$ cat src/rtl/process1_monitor_ctrl.sv
// Sequencer for the process1_monitor ring-oscillator macro: runs 2**avg_log2 measurements
// per request, accumulates per-RO counts and serves averaged results on a read port.
module process1_monitor_ctrl #(
   parameter int NB_MON       = 14,
   parameter int COUNT_W      = 16,
   parameter int TARGET_W     = 4,
   parameter int MAX_AVG_LOG2 = 3,
   parameter int SETUP_CYCLES = 2,
   parameter int GAP_CYCLES   = 4,
   parameter int TIMEOUT_W    = 20,
   localparam int AVG_W       = $clog2(MAX_AVG_LOG2 + 1),
   localparam int IDX_W       = $clog2(NB_MON)
) (
   input  logic                      clock,
   input  logic                      rst,
   input  logic                      start,
   input  logic [TARGET_W-1:0]       cfg_target,
   input  logic [NB_MON-1:0]         cfg_use_ro,
   input  logic [AVG_W-1:0]          cfg_avg_log2,
   output logic                      busy,
   output logic                      done,
   output logic                      err_timeout,
   input  logic [IDX_W-1:0]          rd_idx,
   output logic [COUNT_W-1:0]        rd_data,
   output logic                      pm_enable,
   output logic [TARGET_W-1:0]       pm_target,
   output logic [NB_MON-1:0]         pm_use_ro,
   input  logic                      pm_valid,
   input  logic [NB_MON*COUNT_W-1:0] pm_count
);

   localparam int ACC_W = COUNT_W + MAX_AVG_LOG2;
   localparam int SC_W  = (MAX_AVG_LOG2 > 0) ? MAX_AVG_LOG2 : 1;
   localparam int PH_W  = $clog2((SETUP_CYCLES > GAP_CYCLES) ? SETUP_CYCLES : GAP_CYCLES);

   localparam logic [2:0] S_IDLE  = 3'd0;
   localparam logic [2:0] S_SETUP = 3'd1;
   localparam logic [2:0] S_RUN   = 3'd2;
   localparam logic [2:0] S_CAPT  = 3'd3;
   localparam logic [2:0] S_GAP   = 3'd4;
   localparam logic [2:0] S_FIN   = 3'd5;

   localparam logic [PH_W-1:0]  SETUP_LAST = PH_W'(SETUP_CYCLES - 1);
   localparam logic [PH_W-1:0]  GAP_LAST   = PH_W'(GAP_CYCLES - 1);
   localparam logic [AVG_W-1:0] AVG_MAX    = AVG_W'(MAX_AVG_LOG2);

   logic [2:0]          state_q, state_d;
   logic [PH_W-1:0]     phase_q, phase_d;
   logic [TIMEOUT_W-1:0] wd_q, wd_d;
   logic [SC_W-1:0]     sc_q, sc_d;
   logic                err_q, err_d;
   logic                en_q, en_d;
   logic [TARGET_W-1:0] tgt_q, tgt_d;
   logic [NB_MON-1:0]   use_q, use_d;
   logic [AVG_W-1:0]    avg_q, avg_d;
   logic                acc_clr, acc_add;
   logic [ACC_W-1:0]    acc_q [NB_MON];
   logic [SC_W:0]       runs_m1;
   logic [ACC_W-1:0]    rd_sh;

   assign runs_m1 = ((SC_W+1)'(1) << avg_q) - (SC_W+1)'(1);

   always_comb begin
      state_d = state_q;
      phase_d = phase_q;
      wd_d    = wd_q;
      sc_d    = sc_q;
      err_d   = err_q;
      tgt_d   = tgt_q;
      use_d   = use_q;
      avg_d   = avg_q;
      acc_clr = 1'b0;
      acc_add = 1'b0;
      case (state_q)
         S_IDLE: if (start) begin
            tgt_d   = cfg_target;
            use_d   = cfg_use_ro;
            avg_d   = (cfg_avg_log2 > AVG_MAX) ? AVG_MAX : cfg_avg_log2;
            acc_clr = 1'b1;
            sc_d    = '0;
            err_d   = 1'b0;
            phase_d = '0;
            state_d = S_SETUP;
         end
         S_SETUP: if (phase_q == SETUP_LAST) begin
            phase_d = '0;
            wd_d    = '0;
            state_d = S_RUN;
         end else phase_d = phase_q + 1'b1;
         // A valid result in the watchdog's final cycle still counts as a good run.
         S_RUN: if (pm_valid) state_d = S_CAPT;
         else if (wd_q == '1) begin
            err_d   = 1'b1;
            acc_clr = 1'b1;
            phase_d = '0;
            state_d = S_GAP;
         end else wd_d = wd_q + 1'b1;
         S_CAPT: begin
            acc_add = 1'b1;
            phase_d = '0;
            state_d = S_GAP;
         end
         S_GAP: if (phase_q == GAP_LAST) begin
            if (err_q || (sc_q == runs_m1[SC_W-1:0])) state_d = S_FIN;
            else begin
               sc_d    = sc_q + 1'b1;
               wd_d    = '0;
               state_d = S_RUN;
            end
         end else phase_d = phase_q + 1'b1;
         S_FIN:   state_d = S_IDLE;
         default: state_d = S_IDLE;
      endcase
      en_d = (state_d == S_RUN) || (state_d == S_CAPT);
   end

   always_ff @(posedge clock) begin
      if (rst) begin
         state_q <= S_IDLE;
         phase_q <= '0;
         wd_q    <= '0;
         sc_q    <= '0;
         err_q   <= 1'b0;
         en_q    <= 1'b0;
         tgt_q   <= '0;
         use_q   <= '0;
         avg_q   <= '0;
         for (int i = 0; i < NB_MON; i++) acc_q[i] <= '0;
      end else begin
         state_q <= state_d;
         phase_q <= phase_d;
         wd_q    <= wd_d;
         sc_q    <= sc_d;
         err_q   <= err_d;
         en_q    <= en_d;
         tgt_q   <= tgt_d;
         use_q   <= use_d;
         avg_q   <= avg_d;
         for (int i = 0; i < NB_MON; i++) begin
            if (acc_clr) acc_q[i] <= '0;
            else if (acc_add && use_q[i])
               acc_q[i] <= acc_q[i] + ACC_W'(pm_count[i*COUNT_W +: COUNT_W]);
         end
      end
   end

   always_comb begin
      rd_sh = '0;
      if (int'(rd_idx) < NB_MON) rd_sh = acc_q[rd_idx] >> avg_q;
      rd_data = rd_sh[COUNT_W-1:0];
   end

   assign busy        = (state_q != S_IDLE);
   assign done        = (state_q == S_FIN);
   assign err_timeout = err_q;
   assign pm_enable   = en_q;
   assign pm_target   = tgt_q;
   assign pm_use_ro   = use_q;

endmodule

$ cat config.mk
export PLATFORM = sky130hd
export DESIGN_NAME = process1_monitor_ctrl
export DESIGN_NICKNAME = d
export VERILOG_FILES = /design/src/rtl/process1_monitor_ctrl.sv
export SDC_FILE = /design/constraint.sdc
export NUM_CORES = 1
export LEC_CHECK = 0
export BUFFER_PORTS_ARGS = -buffer_cell sky130_fd_sc_hd__buf_4
export CORE_MARGIN = 2
export CORE_UTILIZATION = 30
export CTS_CLUSTER_DIAMETER = 60
export DETAILED_ROUTE_END_ITERATION = 8
export PLACE_DENSITY = 0.51
export SLEW_MARGIN = 20
export SYNTH_ARGS = -nofsm -noshare
export SYNTH_HDL_FRONTEND = slang
export SYNTH_SLANG_ARGS = --single-unit
$ cat constraint.sdc
create_clock -name clock -period 6.8 [get_ports clock]
set_input_delay 0.34 -clock clock [delete_from_list [all_inputs] [get_ports clock]]
set_output_delay 0.34 -clock clock [all_outputs]
set_load 0.05 [all_outputs]
==> results of run 1 <==
per-stage QoR:
step	cells	utilization, %	total power, µW
after global routing	3958	36.3	6670
after floorplan	2569	-	3450
after global placement	3857	34.3	4000
final	3959	36.3	6390
after detailed placement	3857	34.3	4020
after CTS	3956	36.2	6430
power groups by stage:
stage	clock (µW)	combinational (µW)	sequential [µW]
final	2380	1610	2400
after global routing	2500	1770	2400
after CTS	2430	1600	2400
after detailed placement	0	1590	2430
after global placement	0	1560	2440
after floorplan	0	1100	2340
final cells by class:
| cell class | instances | area [µm²] | share of cell area (%) |
|---|---|---|---|
| tap | 1070 | 1340 | 4.49 |
| timing repair buffer | 310 | 2380 | 7.99 |
| inverter | 49 | 184 | 0.617 |
| sequential | 316 | 8990 | 30.1 |
| clock inverter | 30 | 248 | 0.831 |
| multi-input combinational | 2126 | 15500 | 51.8 |
| clock buffer | 56 | 1220 | 4.10 |
| antenna | 2 | 5.00 | 0.0168 |
registers in the layout (all words and copies together), names as in the netlist, 2 cells and up:
| signal | count |
|---|---|
| wd_q | 20 |
| state_q | 3 |
| pm_target | 4 |
| sc_q | 3 |
| avg_q | 2 |
| pm_use_ro | 14 |
| phase_q | 2 |
| acc_q | 266 |
timing repair:
action                     4_1_cts  5_1_grt
setup endpoints to repair        0        0
hold buffers                    13        0
hold endpoints to repair        13        0
resized for setup                0        0
layer usage:
layer,track usage (%),up-vias,share of wire (%),routed length (µm)
met1,27.8,10700,43,39000
met3,3.57,109,7.9,7260
li1,-,10400,-,-
met2,34.0,777,46,42500
met4,6.25,0,2.9,2650
met5,0,-,0,0
synthesized netlist by cell type (8+ instances only):
| library cell | number | area (µm²) |
|---|---|---|
| mux2i_1 | 81 | 811 |
| nor2_1 | 306 | 1150 |
| ha_1 | 229 | 2870 |
| or2_2 | 12 | 75.1 |
| nand3_1 | 33 | 165 |
| inv_1 | 48 | 180 |
| or3_1 | 32 | 200 |
| nor3_1 | 65 | 325 |
| a21oi_1 | 234 | 1170 |
| edfxtp_1 | 266 | 7990 |
| mux4_2 | 40 | 901 |
| mux2_2 | 17 | 191 |
| o21bai_1 | 37 | 278 |
| a31oi_1 | 36 | 225 |
| nor2b_1 | 19 | 119 |
| nand4_1 | 30 | 188 |
| xnor2_1 | 88 | 771 |
| o211ai_1 | 8 | 60.1 |
| nand2b_1 | 29 | 181 |
| a211o_1 | 9 | 78.8 |
| nor4_1 | 11 | 68.8 |
| o31ai_1 | 12 | 90.1 |
| a211oi_1 | 67 | 503 |
| o21ai_0 | 124 | 621 |
| nand2_1 | 158 | 593 |
| a22o_1 | 16 | 140 |
| dfxtp_1 | 50 | 1000 |
| xor2_1 | 87 | 762 |
| o21a_1 | 39 | 293 |
| nor3b_1 | 10 | 75.1 |
| clkbuf_1 | 51 | 191 |
| and3_1 | 58 | 363 |
| buf_2 | 22 | 110 |
| fa_1 | 14 | 280 |
| and2_1 | 8 | 50.1 |
| a21o_1 | 100 | 751 |
worst paths after layout:
| kind | start | end | slack (ns) | cells past startpoint |
|---|---|---|---|---|
| setup / recovery | rd_idx[1] | rd_data[4] | 3.42 | 9 |
| hold reg to reg | pm_target[0] | pm_target[0] | 0.46 | 2 |
| setup reg to reg | state_q[0] | acc_q[9][14] | 3.54 | 8 |
| hold / removal | cfg_use_ro[5] | pm_use_ro[5] | 0.04 | 3 |
worst min-delay path, stage by stage:
cell	delay, ns
buf_4	0.13
nand2_1	0.06
a21oi_1	0.05
logic make-up (layout without fill, tap and decap cells):
kind of cell    Yosys count  in the layout  synth area share [%]
buf+inv                 127            445                  2.12
xor+xnor                175            175                  6.14
fa+ha+maj               243            243                  12.6
mux                     138            138                  7.62
flops                   316            316                  36.0
simple gates            810            810                  15.7
other cells               0              2                     0
compound gates          760            760                  19.8
==> impl_metrics.csv, run 1 <==
group,metric,value,unit
cts,clock-sinks,316,
worst_setup_path,critical_path.top_delay_family,"buffers and inverters",
cts,root_buffer,"clkbuf_16",
cells_and_area,final_cell_mix,"nor2_1 (305), buf_4 (295), edfxtp_1 (266)",
synth,syn_nets,3064,
synth,synth_edf_count,266,
worst_setup_path,crit_arrival,3.04,ns
synth,syn_avg_cell_area,9.72,µm²
power,power.internal,4280,µW
detailed_routing,drt-total-wl,91400,µm
detailed_routing,drcViolationCount,0,
detailed_routing,via_count,22000,
sta,finalCritPeriodShare,49.7,%
cells_and_area,final_common_cell,"nor2_1",
power,pwr-share-comb,25.2,%
cells_and_area,area_delta_synth_final,19.4,%
power,swShare,33.1,%
cts,clk_latency,0.59,ns
sta,fin_crit,3.38,ns
synth,synth-main-ff-cell,"edfxtp_1",
cts,cts_buffers,47,
sta,setup_slack,3.42,ns
worst_setup_path,critPathBufInv,2,
sta,grt_setup_unrepaired,"false",
power,p_leak,0.0126,µW
cts,cts_max_path_buffers,3,
sta,hold_viol_final,0,
detailed_routing,drtPass1Iterations,5,
cells_and_area,drive_gt1_share,16.6,%
worst_setup_path,cp_slowest_cell,"buf_4",
power,power_switching,2120,µW
floorplanning,start_util,30.4,%
global_routing,grtUsageTotal,20.7,%
placed_design,placed_area,28200,µm²
run_status,status,"complete, no violations",
worst_setup_path,critical_path.max_stage_delay,0.70,ns
detailed_routing,ant_nets,0,
global_routing,antenna_found_initial,2,
cells_and_area,final_area,29800,µm²
hold_path,hold_class,"input pin to flip-flop",
global_routing,overflow,0,
global_routing,grt_pass1_vias,21200,
sta,tightestPinTransition,1.03,ns
power,peakVddDrop,0.175,mV
power,p_seq_share,37.5,%
sta,finClkSkew,0.0202,ns
synth,synth-async-reset-ratio,0,%
worst_setup_path,path_cells,"buf_4 > mux2i_1 > nor2_1 > a211oi_1 > a21oi_1 > mux2i_1 > mux2i_1 > a22o_1 > buf_4",
worst_setup_path,crit_fanout,61,
placed_design,io_buffers,289,
floorplanning,fp.coreArea,82200,µm²
sta,finalMaxSlewViolations,0,
cts,htreeDepth,2,
synth,netlist_instances,2569,
synth,synth.distinct_cells,92,
cts,cts_tree,"done",
sta,slew_headroom,31.6,%
sta,max_freq,296,MHz
sta,setup-violations-final,0,
synth,synth-seq-area-share,36.0,%
worst_setup_path,required,6.46,ns
cells_and_area,fin_nets,3345,
power,clkPwrFrac,37.3,%
floorplanning,fp-row-count,105,
worst_setup_path,start_kind,"input pin",
placed_design,place_congestion,0.918,
power,powerDensity,214,nW/µm²
global_routing,grt_max_degree,107,
floorplanning,die-area,85600,µm²
synth,ys_seq_elements,316,
worst_setup_path,crit_path_end_kind,"output pin",
sta,holdWs,0.0399,ns
detailed_routing,dr.first_iter.drc_count,1778,
detailed_routing,wl_per_cell,23.1,µm
cts,post_cts_buffers,0,
sta,tns,0,ns
worst_setup_path,crit_path_frequent_cell,"mux2i_1",
run,drv_cap,0,
floorplanning,fp.dieW,293,µm
placed_design,dp.final_hpwl,73100,µm
worst_setup_path,critPathKind,"input pin to output pin",
cts,cts.clk_slew.worst_paths,0.06,ns
cells_and_area,n_fill_cell,8245,
floorplanning,die_h,293,µm
placed_design,pre_cts_ws,3.35,ns
synth,syn-cell-area,25000,µm²
floorplanning,ios,290,
global_routing,grt_pass1_wl,133000,µm
detailed_routing,via_per_inst,5.55,
synth,ys_warn_count,0,
Power figures use the tool's default switching activity.
==> inputs of run 2 (changes only) <==
--- a/config.mk
+++ b/config.mk
@@ -5,12 +5,13 @@
 export SDC_FILE = /design/constraint.sdc
 export NUM_CORES = 1
 export LEC_CHECK = 0
+export ABC_AREA = 1
 export BUFFER_PORTS_ARGS = -buffer_cell sky130_fd_sc_hd__buf_4
 export CORE_MARGIN = 2
 export CORE_UTILIZATION = 30
 export CTS_CLUSTER_DIAMETER = 60
 export DETAILED_ROUTE_END_ITERATION = 8
-export PLACE_DENSITY = 0.51
+export PLACE_DENSITY = 0.52
 export SLEW_MARGIN = 20
 export SYNTH_ARGS = -nofsm -noshare
 export SYNTH_HDL_FRONTEND = slang
==> constraint.sdc (replaced) <==
create_clock -name clock -period 2.9 [get_ports clock]
set_input_delay 0.145 -clock clock [delete_from_list [all_inputs] [get_ports clock]]
set_output_delay 0.145 -clock clock [all_outputs]
set_load 0.05 [all_outputs]
==> impl_metrics.csv, run 2 <==
group,metric,value,unit
worst_setup_path,start_kind,"flip-flop",
sta,setup_slack,0.130,ns
synth,synth_top_family_by_area,"simple AND/OR/NAND/NOR gates",
sta,fin_crit,2.77,ns
floorplanning,fp.dieW,307,µm
detailed_routing,via_per_inst,4.97,
synth,yosys-top-cells-count,"nand2_1 (1136), nor2_1 (467), a21oi_1 (458)",
sta,finalCritPeriodShare,95.5,%
placed_design,dp.final_hpwl,84000,µm
cts,clk_latency,0.61,ns
synth,yosysMostFrequentCell,"nand2_1",
detailed_routing,drt-total-wl,103000,µm
worst_setup_path,path_cells,"nand2_1 > nand3_1 > nand2_1 > nor2_1 > nand2_1 > nand3_1 > nand3_1 > a21oi_1 > buf_4",
worst_setup_path,cp_slowest_cell,"edfxtp_1",
synth,synth-main-ff-cell,"edfxtp_1",
detailed_routing,wl_per_cell,18.4,µm
detailed_routing,wl_met3,6810,µm
cts,clock-sinks,316,
sta,tightestPinTransition,1.08,ns
cells_and_area,final_common_cell,"nand2_1",
synth,synth_top_area_share,28.9,%
power,peakVddDrop,0.408,mV
hold_path,hold_class,"input pin to flip-flop",
placed_design,place_congestion,0.934,
cts,cts.clk_slew.worst_paths,0.06,ns
synth,synth_edf_count,266,
cells_and_area,final_cell_mix,"nand2_1 (1136), nor2_1 (465), a21oi_1 (446)",
run,drv_cap,0,
placed_design,io_buffers,289,
global_routing,grt_pass1_vias,26100,
worst_setup_path,crit_path_end_kind,"output pin",
cells_and_area,fin_nets,4845,
floorplanning,fp-row-count,111,
detailed_routing,wl_met2,46500,µm
synth,synth.area.top_cells,"edfxtp_1 (29%), nand2_1 (15%), ha_1 (10%), a21oi_1 (8.3%), nor2_1 (6.3%)",
sta,setup-violations-final,0,
floorplanning,start_util,30.2,%
sta,finalMaxSlewViolations,0,
synth,synth_top_area_cell,"edfxtp_1",
cts,root_buffer,"clkbuf_16",
cts,htreeDepth,2,
synth,syn_nets,4497,
placed_design,placed_area,31300,µm²
cells_and_area,largest_reg_flops,266,
sta,hold_viol_final,0,
global_routing,grt_pass1_wl,154000,µm
synth,synth-async-reset-ratio,0,%
worst_setup_path,critPathBufInv,1,
cts,cts_tree,"done",
sta,max_freq,361,MHz
global_routing,antenna_found_initial,7,
worst_setup_path,critPathKind,"flip-flop to output pin",
synth,synth.area.mux_share,0,%
synth,synth_compound_area_share,15.1,%
hold_path,hold_path_startpoint,"pm_count[193]",
detailed_routing,via_count,27700,
cts,cts_buffers,49,
sta,slew_headroom,27.7,%
synth,synth_xor_area_share,1.33,%
synth,synth-adder-area-share,11.4,%
detailed_routing,ant_nets,0,
run_status,status,"complete, no violations",
detailed_routing,top_layer_used,"met5",
synth,ys_warn_count,0,
power,p_leak,0.0155,µW
worst_setup_path,rr_startpoint,"wd_q[1]",
floorplanning,die-area,94500,µm²
synth,syn_avg_cell_area,6.90,µm²
floorplanning,ios,290,
cells_and_area,area_delta_synth_final,21.1,%
global_routing,overflow,0,
sta,tns,0,ns
worst_setup_path,required,2.76,ns
floorplanning,fp.coreArea,91500,µm²
detailed_routing,dr.first_iter.drc_count,2311,
synth,netlist_instances,4002,
detailed_routing,drcViolationCount,0,
cells_and_area,drive_gt1_share,12.1,%
cells_and_area,largest-register,"acc_q",
cts,cts_max_path_buffers,3,
global_routing,grtUsageTotal,21.2,%
sta,finClkSkew,0.0337,ns
worst_setup_path,critical_path.max_stage_delay,0.44,ns
worst_setup_path,crit_arrival,2.62,ns
global_routing,grt_max_degree,72,
worst_setup_path,critical_path.top_delay_family,"simple AND/OR/NAND/NOR gates",
floorplanning,die_h,307,µm
detailed_routing,routedLengthMet1,45900,µm
worst_setup_path,cp-startpoint,"acc_q[7][3]",
synth,ys_seq_elements,316,
detailed_routing,drtPass1Iterations,6,
worst_setup_path,crit_fanout,2,
cells_and_area,n_fill_cell,9692,
synth,synth-seq-area-share,32.5,%
cells_and_area,final_area,33500,µm²
power,powerDensity,516,nW/µm²
sta,grt_setup_unrepaired,"false",
synth,syn-cell-area,27600,µm²
synth,synth.distinct_cells,38,
placed_design,pre_cts_ws,0.333,ns
synth,synth-simple-area-share,31.8,%
==> run 2: area by class of cell <==
class,instances,area [µm²],area share (%)
Timing Repair Buffer,386,3150,9.42
Antenna cell,3,7.51,0.0224
Sequential cell,316,8990,26.9
Inverter,456,1720,5.14
Multi-Input combinational cell,3141,16500,49.4
Clock buffer,60,1290,3.85
Clock inverter,30,302,0.901
Tap cell,1186,1480,4.44
==> run 2: where the power goes <==
part	switching (µW)	internal, µW	leakage, µW
logic	3590	1880	0.0114
registers	514	5400	0.00330
clock network	2410	3470	0.000760
==> run 2: logic make-up after synthesis <==
family / Yosys count
flip-flops: 316
AND/OR/NAND/NOR: 2094
adder cells (fa/ha/maj): 243
AO/OA/AOI/OAI: 762
buffers and inverters: 545
XOR/XNOR: 42
==> run 2: layer usage <==
layer	global-route usage (%)	vias up
met5	0	-
met4	6.80	8
met3	3.12	157
met2	34.6	802
met1	28.9	12700
li1	-	14100
==> run 2: metrics by stage <==
stage	std cells	power [µW]	util, %	hold WS (ns)
5_1_grt	5578	18300	36.6	0.0160
6_report	5578	17300	36.6	0.0342
3_3_place_gp	5437	11300	34.2	0.427
4_1_cts	5573	17300	36.5	0.00436
2_1_floorplan	4002	9340	-	0.310
3_5_place_dp	5437	11300	34.2	0.433
==> run 2: final timing paths <==
check,end,slack (ns),depth (start not counted)
max,rd_data[2],0.13,9
min reg2reg,pm_target[2],0.46,2
max reg2reg,acc_q[7][14],0.32,11
min,acc_q[12][1],0.03,4
==> run 2: what timing repair did <==
| item | 4_1_cts | 5_1_grt |
|---|---|---|
| hold buffers | 46 | 0 |
| gates resized for setup | 3 | 12 |
| setup buffers | 0 | 2 |
| hold endpoints to repair | 43 | 0 |
| endpoints found under the setup margin | 3 | 11 |
==> run 2: worst reg2reg max path, stage by stage (launching register included) <==
cell and delay, ns:
dfxtp_1 0.33, ha_1 0.20, nand3_1 0.12, nor2_1 0.07
nand3_1 0.08, nor3_1 0.05, nand3_1 0.07, nor2_1 0.07
nor2_2 0.79, buf_12 0.22, nand2_1 0.08, buf_4 0.22
